===== config.mk =====
export PLATFORM = sky130hd
export DESIGN_NAME = inv_sub_layer_iter
export DESIGN_NICKNAME = d
export VERILOG_FILES = /design/src/rtl/inv_sub_layer_iter.sv
export SDC_FILE = /design/constraint.sdc
export NUM_CORES = 1
export LEC_CHECK = 0
export CAP_MARGIN = 20
export CORE_AREA = 4 4 247 249
export CTS_BUF_LIST = sky130_fd_sc_hd__clkbuf_2
export DETAILED_ROUTE_END_ITERATION = 8
export DIE_AREA = 0 0 251 253
export PLACE_DENSITY_LB_ADDON = 0.1
export SLEW_MARGIN = 20
export SYNTH_ARGS = -nofsm -noshare
export SYNTH_HDL_FRONTEND = slang
export SYNTH_SLANG_ARGS = --single-unit

===== constraint.sdc =====
create_clock -name clock -period 14.88 [get_ports clock]
set_input_delay 2.232 -clock clock [delete_from_list [all_inputs] [get_ports clock]]
set_output_delay 2.232 -clock clock [all_outputs]
set_load 0.05 [all_outputs]

===== src/rtl/inv_sub_layer_iter.sv =====
// ---------------------------------------------------------------------------
// inv_sub_layer_iter
//
// Iterative inverse of the Ascon substitution layer. A 5 x NUM_COLUMNS state
// is captured, then NUM_SBOXES_PER_CYCLE bit-columns per clock are replaced
// by their inverse S-box images. The finished state is held until the
// consumer takes it.
//
// Column i is {s0[i], s1[i], s2[i], s3[i], s4[i]}, with word 0 as the MSB.
//
// Ports
//   clock    in   rising-edge system clock
//   reset    in   asynchronous active-high reset
//   i_valid  in   i_state is valid (sampled only in IDLE)
//   o_ready  out  block can accept a state (IDLE)
//   i_state  in   5 x NUM_COLUMNS state to invert
//   o_valid  out  o_state holds a completed result (DONE)
//   i_ready  in   downstream accepts the result
//   o_state  out  inverse-substituted state (working register)
//   o_busy   out  high while columns are being processed (BUSY)
// ---------------------------------------------------------------------------
module inv_sub_layer_iter #(
  parameter int NUM_COLUMNS          = 64,
  parameter int NUM_SBOXES_PER_CYCLE = 8
) (
  input  logic                          clock,
  input  logic                          reset,
  input  logic                          i_valid,
  output logic                          o_ready,
  input  logic [4:0][NUM_COLUMNS-1:0]   i_state,
  output logic                          o_valid,
  input  logic                          i_ready,
  output logic [4:0][NUM_COLUMNS-1:0]   o_state,
  output logic                          o_busy
);

  localparam int NUM_CHUNKS = NUM_COLUMNS / NUM_SBOXES_PER_CYCLE;
  // One counter bit is kept even when the whole state fits in one chunk.
  localparam int CNT_W      = (NUM_CHUNKS > 1) ? $clog2(NUM_CHUNKS) : 1;
  localparam int COL_W      = $clog2(NUM_COLUMNS);
  localparam int SH         = $clog2(NUM_SBOXES_PER_CYCLE);
  localparam logic [CNT_W-1:0] LAST_CNT = CNT_W'(NUM_CHUNKS - 1);

  typedef enum logic [1:0] {
    ST_IDLE = 2'd0,
    ST_BUSY = 2'd1,
    ST_DONE = 2'd2
  } state_t;

  state_t                         state_r;
  logic [CNT_W-1:0]               cnt_r;
  logic [4:0][NUM_COLUMNS-1:0]    work_r;
  logic [4:0][NUM_COLUMNS-1:0]    work_next_s;
  logic                           ready_r;
  logic                           valid_r;
  logic                           busy_r;
  logic [COL_W-1:0]               base_s;
  logic [COL_W-1:0]               col_idx_s;
  logic [4:0]                     col_in_s;
  logic [4:0]                     col_out_s;

  // Inverse Ascon S-box: returns x such that S(x) = y.
  function automatic logic [4:0] inv_sbox(input logic [4:0] y);
    logic [4:0] x;
    case (y)
      5'h00: x = 5'h14;  5'h01: x = 5'h1a;  5'h02: x = 5'h07;  5'h03: x = 5'h0d;
      5'h04: x = 5'h00;  5'h05: x = 5'h09;  5'h06: x = 5'h0e;  5'h07: x = 5'h12;
      5'h08: x = 5'h0a;  5'h09: x = 5'h06;  5'h0a: x = 5'h1d;  5'h0b: x = 5'h01;
      5'h0c: x = 5'h19;  5'h0d: x = 5'h15;  5'h0e: x = 5'h13;  5'h0f: x = 5'h1e;
      5'h10: x = 5'h18;  5'h11: x = 5'h16;  5'h12: x = 5'h0b;  5'h13: x = 5'h11;
      5'h14: x = 5'h03;  5'h15: x = 5'h05;  5'h16: x = 5'h1c;  5'h17: x = 5'h1f;
      5'h18: x = 5'h17;  5'h19: x = 5'h1b;  5'h1a: x = 5'h04;  5'h1b: x = 5'h08;
      5'h1c: x = 5'h0f;  5'h1d: x = 5'h0c;  5'h1e: x = 5'h10;  5'h1f: x = 5'h02;
      default: x = 5'h00;
    endcase
    return x;
  endfunction

  // Working register with the current chunk of columns inverse-substituted.
  always_comb begin
    work_next_s = work_r;
    // Chunks are power-of-two sized, so the chunk base is a plain shift.
    base_s      = COL_W'(cnt_r) << SH;
    col_idx_s   = '0;
    col_in_s    = 5'd0;
    col_out_s   = 5'd0;
    for (int j = 0; j < NUM_SBOXES_PER_CYCLE; j++) begin
      col_idx_s = base_s | COL_W'(j);
      col_in_s  = {work_r[0][col_idx_s], work_r[1][col_idx_s], work_r[2][col_idx_s],
                   work_r[3][col_idx_s], work_r[4][col_idx_s]};
      col_out_s = inv_sbox(col_in_s);
      for (int w = 0; w < 5; w++) begin
        work_next_s[w][col_idx_s] = col_out_s[4-w];
      end
    end
  end

  // Control FSM, chunk counter, working register and registered flags.
  always_ff @(posedge clock or posedge reset) begin
    if (reset) begin
      state_r <= ST_IDLE;
      cnt_r   <= '0;
      work_r  <= '0;
      ready_r <= 1'b1;
      valid_r <= 1'b0;
      busy_r  <= 1'b0;
    end else begin
      case (state_r)
        ST_IDLE: begin
          if (i_valid) begin
            work_r  <= i_state;
            cnt_r   <= '0;
            state_r <= ST_BUSY;
            ready_r <= 1'b0;
            busy_r  <= 1'b1;
          end
        end
        ST_BUSY: begin
          work_r <= work_next_s;
          if (cnt_r == LAST_CNT) begin
            cnt_r   <= '0;
            state_r <= ST_DONE;
            busy_r  <= 1'b0;
            valid_r <= 1'b1;
          end else begin
            cnt_r <= cnt_r + CNT_W'(1);
          end
        end
        ST_DONE: begin
          if (i_ready) begin
            state_r <= ST_IDLE;
            valid_r <= 1'b0;
            ready_r <= 1'b1;
          end
        end
        default: begin
          state_r <= ST_IDLE;
          cnt_r   <= '0;
          ready_r <= 1'b1;
          valid_r <= 1'b0;
          busy_r  <= 1'b0;
        end
      endcase
    end
  end

  assign o_ready = ready_r;
  assign o_valid = valid_r;
  assign o_busy  = busy_r;
  assign o_state = work_r;

endmodule


# Yosys cells after proc, flatten, opt, wreduce, memory -nomap -nowiden
# Memories as Yosys holds them, arrays and structs flattened.
# Index checks and enable logic that the tools add are counted.
# word_totals
out_inout_bits	323
n_memories	8
romBits	1280
regBits	328
# classes
n_lt_le_gt_ge	16
bitwise	3
n_mux	154
addsub	1
n_eq_ne	6
reduce_logical	16
# memory_table
name	depth	width	rd	rd_clocked_by_memory_dff	write_ports	line_no	rtl
(no name shown)	32	5	1	0	0	65	case (y)
(no name shown)	32	5	1	0	0	65	
(no name shown)	32	5	1	0	0	65	
(no name shown)	32	5	1	0	0	65	
(no name shown)	32	5	1	0	0	65	
(no name shown)	32	5	1	0	0	65	
2 more memories	--	--	--	--	--	--	
# ops
op	n
64-bit bitwise mux	40
320-bit case mux with 2 select lines	1
320-bit two-way mux	1
1-bit binary-select mux with 3-bit select	40
6-bit by 7-bit less-than comparator with 1-bit output, second input constant	8
1-bit two-way mux	54
6-bit by 1-bit >= comparator with 1-bit output, second input constant	8
1-bit demux with 3-bit select	8
3-bit AND reduction	4
1-bit case mux with 3 select lines	3
3-bit case mux with 3 select lines	1
1-bit logical AND	8
2-bit two-way mux	3
3-bit two-way mux	2
2-bit != test, second input constant	3
2-bit case mux with 3 select lines	1
2-bit AND reduction	2
3-bit by 1-bit adder with 3-bit output, second input constant	1
3-bit equality test, second input constant	1
1-bit inverter	3
2-bit by 1-bit equality test with 1-bit output, second input constant	1
2-bit equality test, second input constant	1
2-bit zero test	1
2-bit nonzero test	1

# Depth between registers and ports, before layout
# Gate-level depths: netlist (run 1).
# logic_depth
word_depth	13
depth_mapped	15
mapped_depth_nobuf	11

# Worst setup path after synthesis (run 1)
# OpenSTA, ideal clock, no wires.
# synth_timing
path_type	in2reg
from	input i_valid
to	register work_r, in the netlist o_state[186]
stages	8
required_ps	14797
n_path_buf	4
path_slack_ps	11146
t_arrival_ps	3652
cell_sequence	nand2b_1 -> clkbuf_1 -> nor2_1 -> clkbuf_1 -> clkbuf_1 -> clkbuf_1 -> a22oi_1 -> o21ai_0
# synth_between
elab_chain_len	2
# synth_lines
element	line_no	rtl
start: declaration	28	input logic i_valid,
2-bit != test (no source line)	--	
2-bit AND reduction (no source line)	--	
end signal: assignment	111	work_r <= i_state;
end signal: assignment	119	work_r <= work_next_s;
end: declaration	52	logic [4:0][NUM_COLUMNS-1:0] work_r;
# Every way passes these cells.
# A chain may end at the register's enable or synchronous reset.

# Worst setup path after layout (run 1)
# layout_timing
from	input i_valid
to	register work_r, in the netlist o_state[171]
# Same word-level chain as after synthesis.

==> run_results.csv, run 1 <==
group,metric,value,unit
worst_setup_path,slowest_delay,0.97,ns
global_routing,grt_overflow,0,
yosys,async_reset_ff_frac,1.00,
timing,post-route-period-util,0.369,
flow_run,drv_cap,0,
clock_network,cts_buffers,94,
clock_network,postCtsSetupBuffers,0,
yosys,synth_area_leaders,"dfrtp_1, a22oi_1, mux4_2",
layout,final_nets,2874,
worst_setup_path,reg2reg_depth,11,
outcome,outcome,"completed",
timing,fin_worst_skew,0.0811,ns
timing,finalMaxSlewViolations,0,
yosys,avgSynthCellArea,10.5,µm²
worst_setup_path,slowest_stage,"buf_4",
layout,stdcell_count,3345,
global_routing,grt_max_degree,141,
layout,layout-area-overhead-vs-synth,40.7,%
drt,ant_nets,0,
yosys,ys_ff_latch,328,
drt,vias_per_cell,5.99,
timing,finalSetupViolations,0,
timing,worst_pin_slew,1.15,ns
global_routing,first_global_vias,20514,
global_routing,grt_util_met2,0.533,
hold_path,holdCritPathClass,"flop to flop",
global_routing,grt-busiest-layer,"met2",
clock_network,tritoncts,"built",
floorplanning,ios,647,
placement,place_inst,3177,
yosys,yosys.area.top_type,"dfrtp_1",
timing,grt_setup_unrepaired,"false",
clock_network,cts_root_buffer,"clkbuf_2",
layout,finish.utilization,0.472,
layout,mostFrequentLayoutCells,"clkdlybuf4s50_1, dfrtp_1, a22oi_1",
worst_setup_path,critPathKind,"input pin to flop",
floorplanning,coreArea,0.0587,mm²
clock_network,clkSinkCount,328,
global_routing,antenna_found_initial,8,
timing,tns,0,ns
clock_network,clk_latency,1.13,ns
clock_network,cts_resized,0,
layout,final_common_cell,"clkdlybuf4s50_1",
layout,seq_area,0.00822,mm²
layout,fillers,5509,
timing,max_freq,182,MHz
layout,multi_input_area,0.0107,mm²
floorplanning,rows,89,
timing,fin_crit,5.50,ns
yosys,synth-seq-area-share,0.417,
yosys,synth_edf_count,0,
clock_network,clk_pin_slew,0.10,ns
clock_network,h-tree-depth,3,
global_routing,grtUsageMet3,0.0727,
clock_network,clk_path_buf_depth,3,
worst_setup_path,crit_chain,"clkdlybuf4s50_1 > nand2b_4 > nor2_4 > buf_4 > buf_4 > buf_4 > nor2_4 > buf_4 > a22o_1 > a21o_1",
yosys,ys_types,87,
layout,drive_gt1_frac,0.150,
drt,drt-pass1-iter-count,6,
placement,port_buffers,646,
yosys,synth_ff_type,"dfrtp_1",
hold_path,min_path_cells,2,
drt,drc,0,
clock_network,hold_buffers,0,
worst_setup_path,critPathMaxFanout,95,
drt,drt-total-wl,107,mm
floorplanning,die_w,251,µm
worst_setup_path,start_kind,"input pin",
worst_setup_path,crit_top_cell,"buf_4",
floorplanning,die_height,253,µm
timing,slew_headroom,0.231,
yosys,synth_nets,2247,
worst_setup_path,endpoint_kind,"flop",
placement,gp_congestion,0.891,
yosys,synthCells,1873,
worst_setup_path,cp.required,15.83,ns
worst_setup_path,arrival,6.45,ns
floorplanning,start_util,0.335,
global_routing,grt_pass1_wl,151,mm
yosys,synth_area,0.0197,mm²
global_routing,grt_util_met1,0.416,
placement,dp_hpwl,74.7,mm
drt,num_vias,20027,
yosys,yosysTopAreaCellShare,0.416,
drt,drt_iter0_markers,1933,
yosys,ys_warn_count,0,
floorplanning,die-area,0.0635,mm²
timing,hold_viol_final,0,
drt,routedWlPerCell,32.0,µm
global_routing,grt.total_usage,0.325,
## registers in the layout (all words and copies together), names as in the netlist
name     cells
cnt_r        3
o_state    320
state_r      2
o_busy       1
o_valid      1
o_ready      1
## Yosys cell counts, types with 5 or more instances
cell type / number
a211oi_1: 28
a21o_1: 29
a21oi_1: 112
a21oi_2: 5
a221o_1: 11
a22o_1: 33
a22oi_1: 193
a31oi_1: 7
and2_1: 8
and3_1: 20
buf_2: 10
buf_4: 20
buf_6: 18
clkbuf_1: 105
dfrtp_1: 327
ha_1: 50
inv_1: 34
inv_2: 5
mux2_2: 34
mux2i_1: 94
mux2i_2: 5
mux2i_4: 21
mux4_2: 50
nand2_1: 164
nand2b_1: 12
nand3_1: 14
nor2_1: 66
nor2b_1: 10
nor3_1: 22
o21ai_0: 114
o21ai_1: 60
o22ai_1: 9
o32ai_1: 67
or2_2: 6
xnor2_1: 11
xor2_2: 5
## critical path: cells and delay by family
family / cells / cell delay, ns
compound gates: 2 / 0.42
buf+inv: 5 / 3.09
simple gates: 3 / 0.60
## metrics by stage
step	area (µm²)	hold WS, ns	worst slack [ns]
detailed placement	26800	0.513	8.41
global route	27700	0.567	9.33
floorplan	19700	0.525	3.57
global placement	26800	0.501	8.44
CTS	27700	0.542	9.62
finish	27700	0.536	9.38
## cell type report
type	instances	share of cell area
diodes	6	0.000542
clock buffers	145	0.0262
clock inverters	17	0.00515
inverters	40	0.00578
multi-input cells	1348	0.385
flip-flops and latches	328	0.297
well taps	773	0.0349
repair buffers	688	0.245
## logic make-up (layout without fill, tap and decap cells)
group | count (synthesis) | in the layout | synth area share
AOI/OAI and AO/OA | 731 | 731 | 0.259
xor gates and xnor gates | 21 | 21 | 0.0124
adders and majority gates | 51 | 51 | 0.0323
buffers and inverters | 197 | 890 | 0.0489
DFF | 328 | 328 | 0.417
muxes | 205 | 205 | 0.153
other | 0 | 6 | 0
and+or+nand+nor | 340 | 340 | 0.0773
## path summary, 6_finish.rpt
| kind | slack, ns | start | to |
|---|---|---|---|
| max in group asynchronous | 11.50 | reset | o_state[91]$_DFFE_PP0P_ |
| worst max register to register | 9.84 | cnt_r[2]$_DFFE_PP0P_ | o_state[26]$_DFFE_PP0P_ |
| min in group asynchronous | 1.68 | reset | o_state[146]$_DFFE_PP0P_ |
| worst min-delay path | 0.54 | o_valid$_DFFE_PP0P_ | o_valid$_DFFE_PP0P_ |
| worst min register to register | 0.54 | o_valid$_DFFE_PP0P_ | o_valid$_DFFE_PP0P_ |
| worst max-delay path | 9.38 | i_valid | o_state[171]$_DFFE_PP0P_ |
## metal layers
metal  vias up  wire length, µm
met5         -               16
met4         4             4550
met3       220             8570
met2      1173            50800
met1     10168            43100
li1       8462                -
Power of run 1 is left out: the tool's default activity adds up to more than one toggle a clock period on the data nets, which glitch-free logic cannot reach.
==> run 2: changes to the inputs <==
==> constraint.sdc (replaced) <==
create_clock -name clock -period 5.1 [get_ports clock]
set_input_delay 0.765 -clock clock [delete_from_list [all_inputs] [get_ports clock]]
set_output_delay 0.765 -clock clock [all_outputs]
set_load 0.05 [all_outputs]
==> run 2 against run 1 <==
Against the previous run: register-to-register slack lost 8.7 ns; cell count grew 0.33%; critical path type is now flop to flop; worst setup slack lost 8.3 ns; global-route usage fell by 0.23 points.
==> run_results.csv, run 2 (synthesis gave the netlist of run 1 again) <==
group,metric,value,unit
outcome,outcome,"completed",
global_routing,first_global_vias,20662,
worst_setup_path,reg2reg_depth,8,
clock_network,clk_latency,1.11,ns
floorplanning,die_height,253,µm
global_routing,grt_overflow,0,
drt,drt-pass1-iter-count,6,
clock_network,h-tree-depth,3,
clock_network,cts_resized,0,
floorplanning,start_util,0.335,
global_routing,grt_pass1_wl,151,mm
clock_network,tritoncts,"built",
timing,finalMaxSlewViolations,0,
timing,finalSetupViolations,0,
drt,drt_iter0_markers,1978,
flow_run,drv_cap,0,
layout,stdcell_count,3356,
floorplanning,die_w,251,µm
drt,drt-total-wl,106,mm
drt,drc,0,
worst_setup_path,arrival,4.99,ns
drt,ant_nets,0,
layout,layout-area-overhead-vs-synth,40.9,%
placement,port_buffers,646,
worst_setup_path,r2r-start,"cnt_r[0]$_DFFE_PP0P_",
placement,place_worst_setup_slack,1.13,ns
placement,dp_hpwl,75.3,mm
worst_setup_path,critPathMaxFanout,34,
timing,post-route-worst-setup-slack,1.11,ns
worst_setup_path,cp.required,6.11,ns
floorplanning,coreArea,0.0587,mm²
global_routing,grt.total_usage,0.323,
clock_network,cts_root_buffer,"clkbuf_2",
global_routing,antenna_found_initial,9,
worst_setup_path,critPathKind,"flop to flop",
placement,place_inst,3185,
layout,largest_register_ffs,320,
clock_network,postCtsSetupBuffers,0,
floorplanning,rows,89,
layout,final_nets,2881,
clock_network,clk_path_buf_depth,3,
timing,max_freq,251,MHz
timing,post-route-period-util,0.782,
timing,fin_worst_skew,0.0920,ns
floorplanning,die-area,0.0635,mm²
worst_setup_path,endpoint_kind,"flop",
placement,placed_area,0.0269,mm²
clock_network,clkSinkCount,328,
timing,worst_pin_slew,1.15,ns
clock_network,clk_pin_slew,0.11,ns
layout,finish.instance_area,0.0277,mm²
worst_setup_path,regToRegEndpoint,"o_state[204]$_DFFE_PP0P_",
layout,finish.utilization,0.472,
worst_setup_path,reg2reg_setup_slack,1.11,ns
timing,hold_viol_final,0,
hold_path,holdCritPathClass,"input pin to asynchronous set/reset pin",
clock_network,hold_buffers,0,
clock_network,cts_buffers,93,
layout,fillers,5486,
global_routing,grt_max_degree,110,
timing,fin_crit,3.99,ns
placement,gp_congestion,0.880,
layout,drive_gt1_frac,0.151,
timing,grt_setup_unrepaired,"false",
timing,slew_headroom,0.230,
layout,mostFrequentLayoutCells,"clkdlybuf4s50_1, dfrtp_1, a22oi_1",
layout,final_common_cell,"clkdlybuf4s50_1",
floorplanning,ios,647,
drt,num_vias,20176,
drt,routedWlPerCell,31.7,µm
drt,vias_per_cell,6.01,
worst_setup_path,start_kind,"flop",
-- run 2: per-layer routing --
metal	track usage	wire, µm	share of wire	vias up
li1	-	-	-	8517
met1	0.423	42600	0.40	10180
met2	0.533	51000	0.48	1240
met3	0.0676	9220	0.087	235
met4	0.114	3560	0.033	4
met5	0	25	0.00023	-
-- run 2: worst max-delay path by stage --
stage,cells past startpoint,slack [ns],end,from
6_report,8,1.11,o_state[204]$_DFFE_PP0P_,cnt_r[0]$_DFFE_PP0P_
5_1_grt,8,0.92,o_state[204]$_DFFE_PP0P_,cnt_r[0]$_DFFE_PP0P_
4_1_cts,9,1.10,o_state[197]$_DFFE_PP0P_,cnt_r[1]$_DFFE_PP0P_
3_5_place_dp,9,1.13,o_state[237]$_DFFE_PP0P_,cnt_r[1]$_DFFE_PP0P_
3_3_place_gp,8,1.21,o_state[151]$_DFFE_PP0P_,cnt_r[2]$_DFFE_PP0P_
2_1_floorplan,1,-0.04,cnt_r[0]$_DFFE_PP0P_,reset
-- run 2: final cells by class --
cell class	count	area [µm²]	share of cell area
well taps	773	967	0.0349
clock buffers	131	656	0.0236
inverters	40	156	0.00564
multi-input cells	1348	10700	0.385
flip-flops and latches	328	8220	0.297
diodes	7	17.5	0.000632
repair buffers	696	6890	0.249
clock inverters	33	150	0.00542
-- run 2: stage by stage --
| stage | setup TNS [ns] | hold WS, ns |
|---|---|---|
| finish | 0 | 0.170 |
| CTS | 0 | 0.0222 |
| floorplan | -14.02 | 0.525 |
| global route | 0 | 0.142 |
| global placement | 0 | 0.492 |
| detailed placement | 0 | 0.501 |
-- run 2: worst max-delay path: stages (launching register included) --
cell     delay [ns]
dfrtp_2        0.55
buf_4          0.51
nor2b_2        0.85
a22oi_1        0.30
nand2_1        0.49
mux2i_1        0.15
mux2i_1        0.85
nand2_1        0.11
nand2_1        0.11
Power of run 2 is left out for the same reason.
==> run 3: changes to the inputs <==
==> constraint.sdc (replaced) <==
create_clock -name clock -period 3.7 [get_ports clock]
set_input_delay 0.555 -clock clock [delete_from_list [all_inputs] [get_ports clock]]
set_output_delay 0.555 -clock clock [all_outputs]
set_load 0.05 [all_outputs]
==> run 3 against run 2 <==
Against the previous run: cell area grew 5.7%; core utilization grew 2.7 points; sequential cell count is the same; via count grew 2.8%; count of clock-buffer cells in the layout grew 4; critical path type unchanged.
==> run_results.csv, run 3 (synthesis gave the netlist of run 1 again) <==
group,metric,value,unit
floorplanning,die_w,251,µm
drt,drt_iter0_markers,2060,
placement,place_inst,3238,
layout,multi_input_area,0.0107,mm²
layout,largest_register_ffs,320,
clock_network,cts_buffers,92,
layout,finish.utilization,0.499,
global_routing,grt.total_usage,0.331,
layout,final_nets,3041,
layout,layout-area-overhead-vs-synth,48.9,%
global_routing,grt_max_degree,108,
layout,stdcell_count,3509,
timing,fin_worst_skew,0.100,ns
timing,post-route-period-util,0.961,
drt,num_vias,20741,
clock_network,postCtsSetupBuffers,0,
worst_setup_path,start_kind,"flop",
clock_network,tritoncts,"built",
timing,finalSetupViolations,0,
layout,drive_gt1_frac,0.161,
timing,fin_crit,3.56,ns
drt,routedWlPerCell,31.1,µm
timing,max_freq,281,MHz
clock_network,clk_path_buf_depth,3,
global_routing,antenna_found_initial,7,
timing,hold_viol_final,0,
clock_network,clk_pin_slew,0.11,ns
clock_network,h-tree-depth,3,
clock_network,clkSinkCount,328,
drt,drc,0,
worst_setup_path,endpoint_kind,"flop",
global_routing,first_global_vias,21320,
floorplanning,die-area,0.0635,mm²
floorplanning,rows,89,
flow_run,drv_cap,0,
floorplanning,die_height,253,µm
layout,final_common_cell,"clkdlybuf4s50_1",
clock_network,cts_root_buffer,"clkbuf_2",
timing,slew_headroom,0.225,
clock_network,clk_latency,1.10,ns
global_routing,grt_pass1_wl,154,mm
outcome,outcome,"completed",
drt,drt-pass1-iter-count,6,
hold_path,holdCritPathClass,"input pin to flop",
timing,finalMaxSlewViolations,0,
drt,ant_nets,0,
worst_setup_path,critPathMaxFanout,13,
floorplanning,coreArea,0.0587,mm²
floorplanning,ios,647,
placement,dp_hpwl,77.8,mm
layout,mostFrequentLayoutCells,"clkdlybuf4s50_1, dfrtp_1, a22oi_1",
placement,gp_congestion,0.911,
timing,whs,0.118,ns
timing,worst_pin_slew,1.16,ns
worst_setup_path,arrival,4.49,ns
timing,grt_setup_unrepaired,"false",
global_routing,grt_overflow,0,
drt,drt-total-wl,109,mm
worst_setup_path,cp.required,4.63,ns
layout,fillers,5487,
layout,seq_area,0.00822,mm²
drt,vias_per_cell,5.91,
worst_setup_path,critPathKind,"flop to flop",
floorplanning,start_util,0.335,
placement,port_buffers,646,
-- run 3: changes by cell type in the layout (fill, tap and decap cells not counted), sizes merged --
cell	change
dlygate4sd3	+108
inv	-3
clkinvlp	+2
buf	+53
clkbuf	+4
clkinv	-11
-- run 3: metal layers --
| metal | GRT usage | part of all wire | up-vias |
|---|---|---|---|
| met3 | 0.0682 | 0.079 | 195 |
| met4 | 0.116 | 0.034 | 0 |
| li1 | - | - | 8820 |
| met1 | 0.431 | 0.40 | 10515 |
| met5 | 0 | 0 | - |
| met2 | 0.553 | 0.48 | 1211 |
-- run 3: path summary, 6_finish.rpt --
| path | start | endpoint | slack [ns] | depth (start not counted) |
|---|---|---|---|---|
| hold reg to reg | o_valid$_DFFE_PP0P_ | o_valid$_DFFE_PP0P_ | 0.54 | 2 |
| hold / removal | i_state[289] | o_state[289]$_DFFE_PP0P_ | 0.12 | 3 |
| max in group asynchronous | reset | o_state[58]$_DFFE_PP0P_ | 2.05 | 5 |
| setup reg to reg | cnt_r[1]$_DFFE_PP0P_ | o_state[60]$_DFFE_PP0P_ | 0.14 | 7 |
| setup / recovery | cnt_r[1]$_DFFE_PP0P_ | o_state[60]$_DFFE_PP0P_ | 0.14 | 7 |
| min in group asynchronous | reset | o_state[232]$_DFFE_PP0P_ | 0.56 | 3 |
-- run 3: final cells by class --
| class | instances | share of cell area |
|---|---|---|
| Multi-Input combinational cell | 1348 | 0.364 |
| Tap cell | 773 | 0.0330 |
| Timing Repair Buffer | 857 | 0.291 |
| Sequential cell | 328 | 0.280 |
| Clock inverter | 21 | 0.00299 |
| Inverter | 40 | 0.00534 |
| Antenna cell | 7 | 0.000598 |
| Clock buffer | 135 | 0.0231 |
-- run 3: through the flow --
step	setup TNS [ns]	area [µm²]	worst slack, ns
after floorplan	-403.20	19700	-1.23
after global placement	0	27400	0.190
after detailed placement	0	27400	0.0929
after CTS	0	29300	0.0652
after global routing	0	29300	0.0583
final	0	29300	0.143
-- run 3: repair_timing --
item | 4_1_cts | 5_1_grt
gates resized for setup | 0 | 3
hold endpoints to repair | 124 | 0
hold buffers | 108 | 0
setup endpoints to repair | 0 | 11
-- run 3: critical path, stage by stage (launching register included) --
cell,delay [ns]
dfrtp_4,0.60
buf_4,0.33
mux4_2,0.58
mux2i_4,0.34
inv_2,0.15
ha_1,0.23
o311ai_2,0.99
a21oi_1,0.16
Power of run 3 is left out for the same reason.
